### config.mk
export PLATFORM = sky130hd
export DESIGN_NAME = fag_step_ctrl
export DESIGN_NICKNAME = d
export VERILOG_FILES = /design/src/rtl/fag_step_ctrl.sv
export SDC_FILE = /design/constraint.sdc
export NUM_CORES = 1
export LEC_CHECK = 0
export CORE_MARGIN = 2
export CORE_UTILIZATION = 30
export DETAILED_ROUTE_END_ITERATION = 6
export PLACE_DENSITY_LB_ADDON = 0.05
export RECOVER_POWER = 50
export SLEW_MARGIN = 20
export SYNTH_ARGS = -nofsm -noshare
export SYNTH_HDL_FRONTEND = slang
export SYNTH_SLANG_ARGS = --single-unit
### constraint.sdc
create_clock -name clk -period 1.5 [get_ports clk]
set_input_delay 0.3 -clock clk [delete_from_list [all_inputs] [get_ports clk]]
set_output_delay 0.3 -clock clk [all_outputs]
set_load 0.01 [all_outputs]
### src/rtl/fag_step_ctrl.sv
// fag_step_ctrl: step-command generator for the F/A rocking register block.
// Settle timer + debounced cry sensor -> single-cycle Fhoog/Flaag/Alaag pulses.
//
// Ports:
//   clk, reset_n         rising-edge clock, async active-low reset
//   enable               run request (level); low returns to IDLE
//   cry                  sensor level, synchronous to clk
//   F, A                 current register-block settings (3 bits each)
//   F0, AF0              F==0 and (F==0 && A==0) flags
//   Fhoog, Flaag, Alaag  F+1 / F-1 / A-1 request pulses (registered)
//   rocking_done         high while in DONE
//   alarm                sticky: cry event seen in DONE
//
// Build option: FAG_STEP_CTRL_CRY_BOOST_EN enables Fhoog on cry events;
// without it a cry event only restarts the settle timer.

module fag_step_ctrl #(
    parameter int SETTLE_CYCLES = 16,
    parameter int CRY_DEBOUNCE  = 4,
    parameter int F_MAX         = 5
) (
    input  logic       clk,
    input  logic       reset_n,
    input  logic       enable,
    input  logic       cry,
    input  logic [2:0] F,
    input  logic [2:0] A,
    input  logic       F0,
    input  logic       AF0,
    output logic       Fhoog,
    output logic       Flaag,
    output logic       Alaag,
    output logic       rocking_done,
    output logic       alarm
);

    localparam int TW = $clog2(SETTLE_CYCLES);
    localparam int DW = $clog2(CRY_DEBOUNCE + 1);

    localparam logic [TW-1:0] T_LOAD = TW'(SETTLE_CYCLES - 1);
    localparam logic [DW-1:0] D_MAX  = DW'(CRY_DEBOUNCE);
    localparam logic [DW-1:0] D_LAST = DW'(CRY_DEBOUNCE - 1);
    localparam logic [2:0]    F_LIM  = 3'(F_MAX);

    localparam logic [2:0] S_IDLE   = 3'd0;
    localparam logic [2:0] S_SETTLE = 3'd1;
    localparam logic [2:0] S_STEP   = 3'd2;
    localparam logic [2:0] S_WAIT   = 3'd3;
    localparam logic [2:0] S_DONE   = 3'd4;

    logic [2:0]    state, state_n;
    logic [TW-1:0] timer, timer_n;
    logic          pend, pend_n;
    logic [DW-1:0] cry_cnt;
    logic          cry_evt;
    logic          trig;
    logic          fh_n, fl_n, al_n, done_n, alarm_n;

    // A is only implied through AF0/F0; F is read only for the boost bound.
    logic unused_in;
    assign unused_in = ^{A, F, F_LIM};

    // Debounce: counter saturates at CRY_DEBOUNCE and clears only when
    // cry drops, so a held cry produces exactly one event pulse.
    always_ff @(posedge clk or negedge reset_n) begin
        if (!reset_n) begin
            cry_cnt <= '0;
            cry_evt <= 1'b0;
        end else if (!cry) begin
            cry_cnt <= '0;
            cry_evt <= 1'b0;
        end else if (cry_cnt != D_MAX) begin
            cry_cnt <= cry_cnt + DW'(1);
            cry_evt <= (cry_cnt == D_LAST);
        end else begin
            cry_evt <= 1'b0;
        end
    end

    assign trig = cry_evt | pend;

    always_comb begin
        state_n = state;
        timer_n = timer;
        pend_n  = pend;
        fh_n    = 1'b0;
        fl_n    = 1'b0;
        al_n    = 1'b0;
        done_n  = 1'b0;
        alarm_n = alarm;
        if (!enable) begin
            state_n = S_IDLE;
            pend_n  = 1'b0;
            alarm_n = 1'b0;
        end else begin
            unique case (1'b1)
                (state == S_IDLE): begin
                    state_n = S_SETTLE;
                    timer_n = T_LOAD;
                    alarm_n = 1'b0;
                end
                (state == S_SETTLE): begin
                    if (trig) begin
                        // Cry wins over a timer expiry in the same cycle.
                        pend_n = 1'b0;
`ifdef FAG_STEP_CTRL_CRY_BOOST_EN
                        if (F < F_LIM) begin
                            state_n = S_STEP;
                            fh_n    = 1'b1;
                        end else begin
                            timer_n = T_LOAD;
                        end
`else
                        timer_n = T_LOAD;
`endif
                    end else if (timer == '0) begin
                        if (AF0) begin
                            state_n = S_DONE;
                            done_n  = 1'b1;
                        end else if (!F0) begin
                            state_n = S_STEP;
                            fl_n    = 1'b1;
                        end else begin
                            state_n = S_STEP;
                            al_n    = 1'b1;
                        end
                    end else begin
                        timer_n = timer - TW'(1);
                    end
                end
                (state == S_STEP): begin
                    state_n = S_WAIT;
                    if (cry_evt) pend_n = 1'b1;
                end
                (state == S_WAIT): begin
                    state_n = S_SETTLE;
                    timer_n = T_LOAD;
                    if (cry_evt) pend_n = 1'b1;
                end
                (state == S_DONE): begin
                    done_n = 1'b1;
                    if (cry_evt) alarm_n = 1'b1;
                end
                default: begin
                    state_n = S_IDLE;
                end
            endcase
        end
    end

    always_ff @(posedge clk or negedge reset_n) begin
        if (!reset_n) begin
            state        <= S_IDLE;
            timer        <= '0;
            pend         <= 1'b0;
            Fhoog        <= 1'b0;
            Flaag        <= 1'b0;
            Alaag        <= 1'b0;
            rocking_done <= 1'b0;
            alarm        <= 1'b0;
        end else begin
            state        <= state_n;
            timer        <= timer_n;
            pend         <= pend_n;
            Fhoog        <= fh_n;
            Flaag        <= fl_n;
            Alaag        <= al_n;
            rocking_done <= done_n;
            alarm        <= alarm_n;
        end
    end

endmodule

==> results of run 1 <==
[per-layer routing]
metal  vias up  global-route usage
li1        324                   -
met1       315               0.153
met2         9               0.190
met3         2              0.0227
met4         0              0.0598
met5         -                   0
[cell type report]
cell class | instances | area (um2) | area share
Timing Repair Buffer | 25 | 209 | 0.178
Tap cell | 31 | 38.8 | 0.0331
Multi-Input combinational cell | 54 | 460 | 0.393
Sequential cell | 16 | 400 | 0.342
Inverter | 7 | 26.3 | 0.0224
Clock buffer | 4 | 36.3 | 0.0310
[through the flow]
stage                     setup TNS [ns]  area (um2)
final                                  0        1170
after global routing              -0.314        1170
after CTS                              0        1120
after detailed placement          -0.843        1070
after global placement            -0.952        1070
after floorplan                  -0.0657         850
[synth_stat cells]
| cell | n | area (um2) |
|---|---|---|
| o311a_4 | 1 | 21.3 |
| dfrtp_1 | 16 | 400 |
| nand2b_1 | 1 | 6.26 |
| xnor2_1 | 1 | 8.76 |
| a41oi_1 | 1 | 8.76 |
| nand2_1 | 3 | 11.3 |
| and2b_4 | 1 | 10.0 |
| a211oi_2 | 1 | 12.5 |
| and3_1 | 1 | 6.26 |
| inv_1 | 7 | 26.3 |
| o22a_1 | 1 | 8.76 |
| a21boi_0 | 3 | 22.5 |
| a21oi_1 | 4 | 20.0 |
| and2_1 | 2 | 12.5 |
| nor3b_2 | 1 | 12.5 |
| buf_6 | 1 | 11.3 |
| ha_1 | 4 | 50.1 |
| a311oi_2 | 1 | 15.0 |
| buf_4 | 1 | 7.51 |
| a31oi_1 | 1 | 6.26 |
| conb_1 | 1 | 3.75 |
| nor3_1 | 2 | 10.0 |
| nor2b_1 | 3 | 18.8 |
| o21ai_0 | 2 | 10.0 |
| o31ai_1 | 2 | 15.0 |
| nor3b_1 | 3 | 22.5 |
| nor4b_4 | 1 | 23.8 |
| nor2_1 | 8 | 30.0 |
| o21ai_1 | 1 | 5.00 |
| nand3_1 | 2 | 10.0 |
| nor4_1 | 1 | 6.26 |
| and2b_1 | 1 | 7.51 |
[final timing paths]
path,from,to,slack [ns],cells past startpoint
worst max-delay path,timer[0]$_DFFE_PN0P_,timer[2]$_DFFE_PN0P_,0.01,6
worst max register to register,timer[0]$_DFFE_PN0P_,timer[2]$_DFFE_PN0P_,0.01,6
worst min register to register,alarm$_DFFE_PN0P_,alarm$_DFFE_PN0P_,0.50,2
max in group asynchronous,reset_n,timer[3]$_DFFE_PN0P_,0.31,2
min in group asynchronous,reset_n,pend$_DFFE_PN0P_,0.64,2
worst min-delay path,alarm$_DFFE_PN0P_,alarm$_DFFE_PN0P_,0.50,2
[sequential cells by signal (all words and copies together) (netlist names)]
name and flops:
timer 4, cry_cnt 3, state 3, Alaag 1
Flaag 1, alarm 1, cry_evt 1, pend 1
rocking_done 1
[kinds of logic after synthesis]
kind of cell	after synthesis
AND/OR/NAND/NOR	30
AO/OA/AOI/OAI	18
flip-flops	16
buffers and inverters	9
adder cells (fa/ha/maj)	4
XOR/XNOR	1
other	1
[worst max-delay path: cells and delay by family, from the launching register on]
family,cells,cell delay [ns]
adder cells (fa/ha/maj),1,0.15
flip-flops,1,0.37
AO/OA/AOI/OAI,3,0.64
AND/OR/NAND/NOR,1,0.15
buffers and inverters,1,0.06
[what timing repair did]
action,4_1_cts,5_1_grt
resized for setup,4,7
pin swaps,3,4
hold endpoints to repair,0,0
setup endpoints to repair,5,9
buffers inserted,0,2
[power breakdown]
group	internal [uW]	switching [uW]
clock	148	148
sequential	509	68.5
combinational	209	176
==> implementation parameters, run 1 <==
Parameter                              Value

Routing
  Average detailed-routed wire length per instance ... 12.1 um
  Final wirelength ... between 1.5 and 2 mm
  Post-route ant nets ... 0
  Vias/cell ... around 4.7
  Total length of routed met3 wires ... 62 um
  Number of design rule violations left after detail routing ... 0
  Pre-antenna DRT Iters ... 4
  Routed met2 length ... between 800 and 900 um
  Number of DRC markers after the initial detailed-route iteration ... 9
  Total number of vias ... 650
  Top layer used by detailed routing ... met4
  Post-route met1 wirelength ... around 760 um

Global routing
  Total routing resource utilization after global routing ... 0.119
  Initial antenna violation count ... 0
  Largest net degree at the start of global routing ... 17
  Wire length of the first global-routing pass ... approximately 2.9 mm
  Total global routing overflow ... 0
  Via count of the first global-routing pass ... slightly below 700

Synthesis
  Syn. warnings ... 0
  Synthesized-area fraction occupied by and/or/nand/nor cells ... 0.223
  Net count of the mapped netlist ... 95
  Post-synthesis cell type count ... 32
  Post-synthesis sequential area ratio ... 0.476
  Cell Area, Synth ... 841 um2
  Average cell area after synthesis ... ~11 um2
  XOR/XNOR share of the synthesized area ... 0.0104
  Gate count of the mapped netlist ... between 70 and 80
  Largest family of logic cells by synthesized area ... simple AND/OR/NAND/NOR gates
  Mux contribution to synthesized area ... 0
  Share of the synthesized area in compound gates (AO/OA/AOI/OAI) ... 0.173
  Adder-cell share of the synthesized area ... 0.0595
  Flops & latches, synth ... 16

Finish
  Commonest cells after routing, fill and taps aside ... 16 x dfrtp_1, 15 x buf_4, 8 x nor2_1
  Final Non-Filler Cells ... roughly 140
  Ratio of cells with drive above 1 in the final layout ... 0.311
  Number of antenna diodes ... 0
  Most common library cell in the layout ignoring fill and taps ... dfrtp_1
  Layout Utilization ... 0.432
  Fillers ... ~280
  Synth-to-Final Area Change ... 39.3%
  Total number of nets in the final design ... between 100 and 150

Floorplan
  X dimension of the die ... 56.9 um
  Starting Density ... 0.310
  Count of boundary I/O pins ... 17
  Core Area ... around 2700 um2
  Area enclosed by the die boundary ... roughly 3200 um2
  Cell Rows ... 19
  Chip height ... approximately 57 um

Clock tree
  Clk Tree Root Cell ... clkbuf_4
  Clock tree from TritonCTS ... yes
  Inserted Clock Buffers ... 3
  Clock latency at the later pin of the worst-skew pair ... 0.29 ns
  Num Clock Sinks ... 16
  Maximum buffer depth of the clock tree ... 2
  Post-CTS Hold Fix Bufs ... 0
  Total number of H-tree levels ... 1
  Clock transition time at the flip-flop clock pins of the worst setup and hold paths ... between 0.1 and 0.15 ns

Placement
  Routability congestion estimate from global placement ... around 0.71
  Final HPWL from detailed placement ... roughly 1.2 mm
  Worst slack, placed ... -0.175 ns
  Cell count after placement ... 132
  Port Buffer Count ... 9

Timing
  Fin Clk Skew ... around 0.0071 ns
  Measured slew at the worst slew-check pin ... ~0.90 ns
  Min Tclk post-route ... approximately 1.5 ns
  Number of endpoints with negative hold slack in the final report ... 0
  Period utilisation layout ... 0.992
  RSZ-0062 raised after global routing ... true
  Total count of max-transition violations in the final report ... 0
  Fmax ... 672 MHz
  Slew HR ... 0.399
  Finish-stage setup viols ... 0
  Least setup slack across all paths after layout ... 0.0115 ns
  Worst hold slack across all endpoints ... ~0.5 ns

Power
  Power after layout ... roughly 1300 uW
  Power Dens Cells ... about 1100 nW/um2
  Leakage component of the power ... around 0.00054 uW
  Highest ir drop seen on vdd ... between 0.0005 and 0.0006 V

Outcome
  Run status ... finished clean

Critical path
  Worst setup path class ... reg2reg
  Chain of cells forming the critical path ... inv_2 -> ha_4 -> nor3b_4 -> a211oi_2 -> o311a_4 -> a311oi_2
  Worst path arrival time ... roughly 1.7 ns
  Cell at the slowest stage of the critical path ... dfrtp_1
  Startpoint type of the worst setup path ... flip-flop
  Required time at the worst-slack endpoint ... 1.68 ns
  CP max FO ... 3
  Category of the worst setup path capture point ... flip-flop
  Worst path max stage delay ... roughly 0.37 ns

Flow run
  Maximum Capacitance Violations ... 0

Min path
  Class of the most critical hold timing path ... reg2reg
No activity file was read; power rests on OpenSTA's default activity.
==> inputs of run 2 (changes only) <==
--- a/config.mk
+++ b/config.mk
@@ -5,7 +5,8 @@
 export SDC_FILE = /design/constraint.sdc
 export NUM_CORES = 1
 export LEC_CHECK = 0
-export CORE_MARGIN = 2
+export CORE_ASPECT_RATIO = 0.7
+export CORE_MARGIN = 4
 export CORE_UTILIZATION = 30
 export DETAILED_ROUTE_END_ITERATION = 6
 export PLACE_DENSITY_LB_ADDON = 0.05
==> run 2 against run 1 <==
The flow now finishes with violations (setup timing). Routed wire length rose by 15%. Clock power increased by 6.8%. Clock skew is 0.0041 ns lower. Setup slack worse by 0.035 ns. Core utilization rose by 3.3 points. First-iteration DRC count rose to 4.4 times the previous value. Final cell count increased by 2.9%. Power grew 7.0%. Flip-flop and latch count unchanged. Register-to-register slack worse by 0.04 ns. Sequential share of layout area down 0.72 points. Final area increased by 2.1%. Critical path type unchanged. Critical endpoint is now Flaag$_DFF_PN0_. Largest power group unchanged.
==> implementation parameters, run 2 (synthesized netlist as in run 1, its figures left out) <==
Parameter                              Value

Critical path
  CP max FO ... 3 (unchanged)
  Category of the worst setup path capture point ... flip-flop
  Chain of cells forming the critical path ... inv_2 -> ha_4 -> nor3b_4 -> nand3_2 -> nor4_4 -> buf_4 -> nor2b_4
  Required time at the worst-slack endpoint ... 1.69 ns (about the same)
  Worst path max stage delay ... 0.39 ns (+0.02 ns)
  Worst setup path class ... reg2reg
  Worst path arrival time ... 1.71 ns (+0.04 ns)
  Startpoint type of the worst setup path ... flip-flop
  Cell at the slowest stage of the critical path ... dfrtp_1

Routing
  Post-route ant nets ... 0 (unchanged)
  Final wirelength ... 1.90 mm (+15%)
  Average detailed-routed wire length per instance ... 13.5 um (+12%)
  Total length of routed met3 wires ... 91 um (+47%)
  Routed met2 length ... 881 um (+7.7%)
  Number of design rule violations left after detail routing ... 0 (unchanged)
  Post-route met1 wirelength ... 921 um (+22%)
  Vias/cell ... 4.62 (-2.7%)
  Number of DRC markers after the initial detailed-route iteration ... 40 (+31)
  Top layer used by detailed routing ... met4
  Pre-antenna DRT Iters ... 4 (unchanged)
  Total number of vias ... 651 (+0.15%)

Timing
  Least setup slack across all paths after layout ... -0.0239 ns (-0.0354 ns)
  Period utilisation layout ... 1.02 (+0.0236)
  Measured slew at the worst slew-check pin ... 0.878 ns (-0.0237 ns)
  RSZ-0062 raised after global routing ... true
  Worst hold slack across all endpoints ... 0.490 ns (-0.0140 ns)
  Min Tclk post-route ... 1.52 ns (+0.0354 ns)
  Slew HR ... 0.415 (+0.0158)
  Fmax ... 656 MHz (-2.3%)
  Number of endpoints with negative hold slack in the final report ... 0 (unchanged)
  Fin Clk Skew ... 0.00307 ns (-0.00406 ns)
  Total count of max-transition violations in the final report ... 0 (unchanged)
  Finish-stage setup viols ... 3 (+3)

Power
  Leakage component of the power ... 0.000532 uW (-0.71%)
  Clock network fraction of design power ... 0.234 (about the same)
  Highest ir drop seen on vdd ... 0.000576 V (+1.2%)
  Sw power ... 411 uW (+4.7%)
  Switching share of power ... 0.305 (-0.00672)
  Internal portion of total power ... 935 uW (+8.1%)
  Power Dens Cells ... 1120 nW/um2 (+4.8%)
  Power share of the sequential group ... 0.432 (-0.027)
  Fraction of power consumed by combinational cells ... 0.334 (+0.028)

Clock tree
  Clk Tree Root Cell ... clkbuf_8
  Post-CTS Hold Fix Bufs ... 0 (unchanged)
  Clock latency at the later pin of the worst-skew pair ... 0.24 ns (-0.05 ns)
  Inserted Clock Buffers ... 3 (unchanged)
  Total number of H-tree levels ... 1 (unchanged)
  Num Clock Sinks ... 16 (unchanged)
  Maximum buffer depth of the clock tree ... 2 (unchanged)
  Clock tree from TritonCTS ... yes
  Clock transition time at the flip-flop clock pins of the worst setup and hold paths ... 0.06 ns (-0.05 ns)

Finish
  Most common library cell in the layout ignoring fill and taps ... buf_4
  Number of antenna diodes ... 0 (unchanged)
  Largest Register ... timer
  Layout Utilization ... 0.465 (+0.0331)
  Synth-to-Final Area Change ... 42.3%
  Fillers ... 232 (-16%)
  Max reg flops ... 4 (unchanged)
  Total number of nets in the final design ... 125 (+1.6%)
  Largest regs ... timer (4), cry_cnt (3), state (3)
  Commonest cells after routing, fill and taps aside ... 17 x buf_4, 16 x dfrtp_1, 9 x clkdlybuf4s50_1
  Ratio of cells with drive above 1 in the final layout ... 0.336 (+0.0251)

Outcome
  Run status ... finished with violations
  Violated checks ... setup timing

Placement
  Final HPWL from detailed placement ... 1.32 mm (+7.5%)
  Routability congestion estimate from global placement ... 0.782 (+9.9%)
  Port Buffer Count ... 9 (unchanged)
  Worst slack, placed ... -0.171 ns (+0.00430 ns)

Global routing
  Initial antenna violation count ... 0 (unchanged)
  Via count of the first global-routing pass ... 680 (+0.59%)
  Largest net degree at the start of global routing ... 17 (unchanged)
  Wire length of the first global-routing pass ... 3.26 mm (+11%)
  Total routing resource utilization after global routing ... 0.116 (-0.00265)
  Total global routing overflow ... 0 (unchanged)

Floorplan
  Count of boundary I/O pins ... 17 (unchanged)
  Cell Rows ... 15 (-4)
  Starting Density ... 0.327 (+0.0168)
  Core Area ... 2570 um2 (-5.1%)
  Chip height ... 52.3 um (-8.2%)
  Area enclosed by the die boundary ... 3730 um2 (+15%)
  X dimension of the die ... 71.3 um (+25%)

Min path
  Class of the most critical hold timing path ... reg2reg

Flow run
  Maximum Capacitance Violations ... 0 (unchanged)
run 2: cell types whose count changed in the layout (fill, tap and decap cells not counted), sizes merged:
cell / previous run / this run
buf: 15 / 17
clkbuf: 5 / 4
clkdlybuf4s50: 7 / 9
dlygate4sd3: 1 / 0
dlymetal6s2s: 1 / 0
run 2: critical path: cells and delay by family (launching register included):
family,cells,cell delay (ns)
and+or+nand+nor,4,0.69
DFF,1,0.39
buffers and inverters,2,0.24
adders and majority gates,1,0.14
run 2: final timing paths:
path / from / to / slack, ns / cells after the start
max: timer[0]$_DFFE_PN0P_ / Flaag$_DFF_PN0_ / -0.02 / 7
min: alarm$_DFFE_PN0P_ / alarm$_DFFE_PN0P_ / 0.49 / 2
max reg2reg: timer[0]$_DFFE_PN0P_ / Flaag$_DFF_PN0_ / -0.02 / 7
min reg2reg: alarm$_DFFE_PN0P_ / alarm$_DFFE_PN0P_ / 0.49 / 2
max in group asynchronous: reset_n / state[1]$_DFFE_PN0P_ / 0.34 / 2
min in group asynchronous: reset_n / cry_cnt[1]$_DFFE_PN0P_ / 0.62 / 2
run 2: cell type report:
type	instances	area, um2	area share
Tap cell	34	42.5	0.0356
Clock buffer	3	41.3	0.0345
Sequential cell	16	400	0.335
Timing Repair Buffer	27	221	0.185
Inverter	7	26.3	0.0220
Multi-Input combinational cell	54	464	0.388
run 2: per-layer routing:
| metal | vias up | global-route usage |
|---|---|---|
| met4 | 0 | 0.0188 |
| li1 | 330 | - |
| met1 | 307 | 0.164 |
| met3 | 2 | 0.0421 |
| met5 | - | 0 |
| met2 | 12 | 0.171 |
run 2: timing repair:
item                                   in CTS  in global routing
setup endpoints to repair                   5                  8
setup buffers                               1                  2
pin swaps                                   4                  3
resized for setup                           4                  8
endpoints found under the hold margin       0                  0
run 2: through the flow:
stage | total power [uW] | std cells | cell area [um2] | setup TNS [ns]
final | 1350 | 141 | 1200 | -0.0543
after CTS | 1310 | 139 | 1150 | 0
after detailed placement | 956 | 135 | 1080 | -0.740
after global routing | 1470 | 141 | 1200 | -0.725
after global placement | 942 | 135 | 1080 | -0.833
after floorplan | 795 | 79 | 850 | -0.0657
run 2: power by group through the flow:
| stage | clock, uW | sequential [uW] | combinational, uW |
|---|---|---|---|
| 3_5_place_dp | 0 | 583 | 373 |
| 4_1_cts | 331 | 579 | 402 |
| 2_1_floorplan | 0 | 578 | 217 |
| 5_1_grt | 356 | 592 | 519 |
| 3_3_place_gp | 0 | 583 | 359 |
| 6_report | 315 | 581 | 449 |
